### config.mk
export PLATFORM = sky130hd
export DESIGN_NAME = ex_mem_buffer
export DESIGN_NICKNAME = d
export VERILOG_FILES = /design/src/rtl/ex_mem_buffer.sv
export SDC_FILE = /design/constraint.sdc
export NUM_CORES = 1
export LEC_CHECK = 0
export ABC_CLOCK_PERIOD_IN_PS = 1400
export CORE_UTILIZATION = 49
export CTS_CLUSTER_SIZE = 24
export DETAILED_ROUTE_END_ITERATION = 10
export MAX_ROUTING_LAYER = met4
export PLACE_DENSITY = 0.79
export SYNTH_ARGS = -nofsm -noshare
export SYNTH_HDL_FRONTEND = slang
export SYNTH_SLANG_ARGS = --single-unit
### constraint.sdc
create_clock -name clk -period 1.4 [get_ports clk]
set_input_delay 0.35 -clock clk [delete_from_list [all_inputs] [get_ports clk]]
set_output_delay 0.35 -clock clk [all_outputs]
set_load 0.01 [all_outputs]
### src/rtl/ex_mem_buffer.sv
// EX/MEM elastic pipeline stage.
// The incoming ALU bundle is captured and handed to MEM over valid/ready.
// A skid register behind the output register absorbs one bundle when MEM
// stalls. Because of it, ex_ready depends only on a flop, so there is no
// combinational ready path from MEM back to EX.
module ex_mem_buffer #(
    parameter int DATA_WIDTH     = 32,
    parameter int REG_ADDR_WIDTH = 5
) (
    input  logic                      clk,
    input  logic                      reset,
    input  logic                      flush,
    input  logic                      ex_valid,
    output logic                      ex_ready,
    input  logic [DATA_WIDTH-1:0]     ALUResult,
    input  logic [DATA_WIDTH-1:0]     StoreData,
    input  logic [REG_ADDR_WIDTH-1:0] rd,
    input  logic                      MemRead,
    input  logic                      MemWrite,
    input  logic                      RegWrite,
    input  logic                      MemtoReg,
    input  logic                      Branch,
    output logic                      mem_valid,
    input  logic                      mem_ready,
    output logic [DATA_WIDTH-1:0]     mem_ALUResult,
    output logic [DATA_WIDTH-1:0]     mem_StoreData,
    output logic [REG_ADDR_WIDTH-1:0] mem_rd,
    output logic                      mem_MemRead,
    output logic                      mem_MemWrite,
    output logic                      mem_RegWrite,
    output logic                      mem_MemtoReg,
    output logic                      mem_BrTaken
);

    typedef struct packed {
        logic [DATA_WIDTH-1:0]     alu_result;
        logic [DATA_WIDTH-1:0]     store_data;
        logic [REG_ADDR_WIDTH-1:0] rd;
        logic                      mem_read;
        logic                      mem_write;
        logic                      reg_write;
        logic                      mem_to_reg;
        logic                      br_taken;
    } bundle_t;

    bundle_t in_bundle;
    bundle_t out_reg;
    bundle_t out_next;
    bundle_t skid_reg;
    bundle_t skid_next;
    logic    out_valid_reg;
    logic    out_valid_next;
    logic    skid_full_reg;
    logic    skid_full_next;
    logic    xfer_in;
    logic    out_free;

    // Ready comes straight from the skid flag so that MEM stalls never ripple combinationally into EX.
    assign ex_ready = ~skid_full_reg;
    assign xfer_in  = ex_valid & ~skid_full_reg;
    // The output register may be reloaded when it is empty or its bundle leaves this cycle.
    assign out_free = ~out_valid_reg | mem_ready;

    // Capture transform: resolve the branch from ALU Equal (bit 0), and never write x0.
    always_comb begin
        in_bundle.alu_result = ALUResult;
        in_bundle.store_data = StoreData;
        in_bundle.rd         = rd;
        in_bundle.mem_read   = MemRead;
        in_bundle.mem_write  = MemWrite;
        in_bundle.reg_write  = RegWrite & (rd != '0);
        in_bundle.mem_to_reg = MemtoReg;
        in_bundle.br_taken   = Branch & ALUResult[0];
    end

    // Next-state for the output/skid pair. Flush discards everything, including a same-cycle input.
    always_comb begin
        out_next       = out_reg;
        out_valid_next = out_valid_reg;
        skid_next      = skid_reg;
        skid_full_next = skid_full_reg;
        if (out_free) begin
            if (skid_full_reg) begin
                out_next       = skid_reg;
                out_valid_next = 1'b1;
                skid_full_next = xfer_in;
                if (xfer_in) begin
                    skid_next = in_bundle;
                end
            end else if (xfer_in) begin
                out_next       = in_bundle;
                out_valid_next = 1'b1;
            end else begin
                out_valid_next = 1'b0;
            end
        end else if (xfer_in) begin
            skid_next      = in_bundle;
            skid_full_next = 1'b1;
        end
        if (flush) begin
            out_valid_next = 1'b0;
            skid_full_next = 1'b0;
        end
    end

    // State registers. The active-low synchronous reset takes priority over flush.
    always_ff @(posedge clk) begin
        if (!reset) begin
            out_reg       <= '0;
            out_valid_reg <= 1'b0;
            skid_reg      <= '0;
            skid_full_reg <= 1'b0;
        end else begin
            out_reg       <= out_next;
            out_valid_reg <= out_valid_next;
            skid_reg      <= skid_next;
            skid_full_reg <= skid_full_next;
        end
    end

    assign mem_valid     = out_valid_reg;
    assign mem_ALUResult = out_reg.alu_result;
    assign mem_StoreData = out_reg.store_data;
    assign mem_rd        = out_reg.rd;
    assign mem_MemRead   = out_reg.mem_read;
    assign mem_MemWrite  = out_reg.mem_write;
    assign mem_RegWrite  = out_reg.reg_write;
    assign mem_MemtoReg  = out_reg.mem_to_reg;
    assign mem_BrTaken   = out_reg.br_taken;

endmodule

### After elaboration in Yosys (flattened, before gate mapping)

Cells that the tools add are included.

| cells by class | value |
|---|---|
| add/subtract/negate cells | 0 |
| $mul | 0 |
| div/mod/pow operators | 0 |
| $lt $le $gt $ge | 0 |
| eq/ne operators | 1 |
| shift operators | 0 |
| mux-type cells | 10 |
| bitwise gates (word level) | 7 |
| reduce and logical (&&, ||, !) cells | 5 |

Operators with widths:

| cell | count |
|---|---|
| 74-bit 2-to-1 mux | 5 |
| 1-bit 2-to-1 mux | 5 |
| 5-bit nonzero test | 1 |
| 2-bit nonzero test | 2 |
| 1-bit bitwise AND | 3 |
| 1-bit NOT | 3 |
| 2-bit != test (second input constant) | 1 |
| 2-bit AND reduction | 1 |
| 2-bit OR reduction | 1 |
| 1-bit bitwise OR | 1 |

| storage, ports and cells | value |
|---|---|
| register bits | 150 |
| bits in latches | 0 |
| memory bits (writable) | 0 |
| bits in read-only memories | 0 |
| input bits | 79 |
| output and inout bits | 76 |
| word-level logic and storage cells | 41 |
| memories | 0 |

### Logic depth before layout (Yosys ltp)

| depth | value |
|---|---|
| depth in word-level cells | 5 |
| mapped depth | 6 |
| mapped depth without buffers | 3 |

### Least setup slack after synthesis

Ideal clock, no wire load.

| timing path | value |
|---|---|
| path kind | input to register |
| start point | in reset |
| end point | reg out_reg (netlist bit mem_ALUResult[0]) |
| setup time | 146 ps |
| data arrival time | 1,171 ps |
| data required time | 1,254 ps |
| slack | 83 ps |
| stages on the path | 4 |
| buffers on the path | 2 |
| cell sequence | inv_1 -> clkbuf_1 -> clkbuf_1 -> a211oi_2 |

RTL lines:

| what | line | RTL |
|---|---|---|
| from (decl) | 11 | `input logic reset,` |
| to (signal assigned) | 114 | `out_reg <= out_next;` |
| to (decl) | 47 | `bundle_t out_reg;` |

No word-level cell between the ends.

### Worst setup path in the final report

| timing path | value |
|---|---|
| start point | reg out_reg (netlist bit mem_MemtoReg) |
| end point | out mem_MemtoReg |

RTL lines:

| what | line | RTL |
|---|---|---|
| to (decl) | 31 | `output logic mem_MemtoReg,` |

No word-level cell between the ends.

==> metrics <==
vias in the first global route roughly 5600; H-tree levels 4; Die ar. 0.0134 mm^2; Avg Vias per Cell about 5.5; initial core utilization about half; DP Worst Slack -0.453 ns; CP endpoint kind output port; sequential-to-total area share from yosys stat between 40% and 50%; Non-Filler Instances 1003; Min Clock Period, post-route 1.36 ns; fin crit share 97.2%; type of the worst min-delay path primary input to flip-flop; starting DRC count in detailed routing 377; Clk pin slew, worst setup/hold paths 0.06 ns; Netlist Area Pre-Place ~0.0063 mm^2; Mapped Avg Cell Area about 9.4 um^2; FP Rows ~40; largest net degree at the start of global routing 56; worst path cell trace clkdlybuf4s15_1; IO Pins 155; CTS tree done; GRT overflow 0; initial antenna violation count 0; Synth cell types 23; DRT Pass-1 Iters 5; number of port buffers 154; pwr dens 1190 mW/mm^2; CTS sink count 150; Placed Cells about 1000; PnR worst setup slack 0.0387 ns; TritonCTS Buffers 17; Max Clock Freq 735 MHz; GR Util All Layers 26.7%; Syn-to-layout area delta 37.1%; setup bufs post-CTS 0; outcome finished, final reports clean; share of layout cells above drive strength 1 19.1%; # diodes 0; Mapped Cells 674; Finish-stage setup viols 0; syn nets roughly 750; detailed-route DRC error count 0; arrival time at the worst endpoint about 1.0 ns; via count 5527; Horiz. Die Dim 116 um; CTS Buffer Depth 2; core area 0.0126 mm^2; Yosys warning count 0; Pwr Total approximately 10 mW; first-pass GRT wire length 26800 um; final wirelength 16900 um; slowest cell on the critical path dfxtp_1; CP max FO 2; Die Height 116 um; WL per Instance about 17 um; Max-cap violations 0; post-DP HPWL 11200 um; Leak 3.03 nW; slew margin rel. a little under three quarters; GPL Wtd Cong between 0.8 and 0.9; fin. max-slew vios 0; Final Util ~69%; Least-Margin Pin Slew between 0.4 and 0.5 ns; Setup CP Type flip-flop to output port; Routed Antenna Nets 0; WHS 0.340 ns; max FFs per register 74; Nets 898; unrepaired setup endpoints after global routing true; Hold Vio Cnt, Final 0; CP peak stage delay approximately 0.36 ns; Worst setup SP type flip-flop; CP required 1.05 ns; Fill cells 1004; Root Driver clkbuf_16; critical path's top delay family flip-flops; WP buf/inv 1; Post-Route Skew roughly 0.0053 ns; Worst-Skew Late Latency roughly 0.4 ns; Synth Register Bits 150; Max IR drop VDD 751 uV
-- synth_stat cells (all sizes together) --
library cell  number  area, um^2
a211oi            72         841
a21oi            149         746
a311oi             2        17.5
and2               1        6.26
and4bb             1        12.5
buf               44         259
clkbuf            22        82.6
dfxtp            150        3000
inv                2        7.51
mux2i             72         721
nand2            148         556
nand2b             2        12.5
nand3              2        10.0
nand4bb            1        11.3
nor2               1        3.75
nor3               1        5.00
o211ai             2        15.0
or2                1        6.26
or4                1        7.51
-- what timing repair did --
action / in CTS / in global routing
gates resized for setup: 109 / 66
hold buffers: 0 / 0
endpoints found under the setup margin: 96 / 74
pin swaps: 0 / 0
-- placed cells by master, fill, tap and decap left out, types with 2 or more instances in the layout --
cell type        count
a211oi_1             8
a211oi_2            64
a21oi_1            149
a311oi_1             2
buf_12               9
buf_4               25
buf_6                4
bufinv_16            2
clkbuf_1             7
clkbuf_16           17
clkbuf_2            21
clkbuf_8             4
clkdlybuf4s15_1     34
clkdlybuf4s50_1     77
dfxtp_1            149
dlygate4sd2_1       18
mux2i_1             72
nand2_1            148
nand3_1              2
o211ai_1             2
-- final timing paths --
check	start	end	slack, ns	depth (start not counted)
worst max-delay path	mem_MemtoReg	mem_MemtoReg	0.04	1
worst max register to register	skid_full_reg	mem_ALUResult[16]	0.06	4
worst min register to register	skid_reg[9]	skid_reg[9]	0.45	2
worst min-delay path	ex_valid	mem_valid	0.34	3
-- cells by family after synthesis --
family / share of synthesized area (%)
compound gates: 25.6
buf+inv: 5.52
flops: 47.5
mux: 11.4
simple gates: 9.97
-- where the power goes --
group          switching [mW]  total (mW)  internal [mW]  leakage (nW)
clock network            1.59        4.40           2.80         0.279
logic                   0.675        1.35          0.675          1.52
registers               0.113        4.58           4.47          1.23
-- area by class of cell --
type                    count  area (um^2)  area share, %
multi-input cells         456         3020           34.8
flip-flops and latches    150         3010           34.7
repair buffers            192         1840           21.3
clock buffers              28          507           5.84
well taps                 172          215           2.48
clock inverters             3         65.1          0.750
inverters                   2         12.5          0.144
-- metal layers --
layer  up-vias  track usage [%]  wire length [um]
li1       2654                -                 -
met5         -                -                 0
met4         0             9.78               257
met2       186             45.3              8410
met1      2664             30.1              7080
met3        23             7.32              1150
-- stage by stage --
stage	instance area, um^2	TNS (ns)
3_5_place_dp	8180	-53.51
3_3_place_gp	8180	-47.39
6_report	8670	0
5_1_grt	8670	-0.000896
2_1_floorplan	6320	0
4_1_cts	8700	0
(Power assumes the default switching activity.)
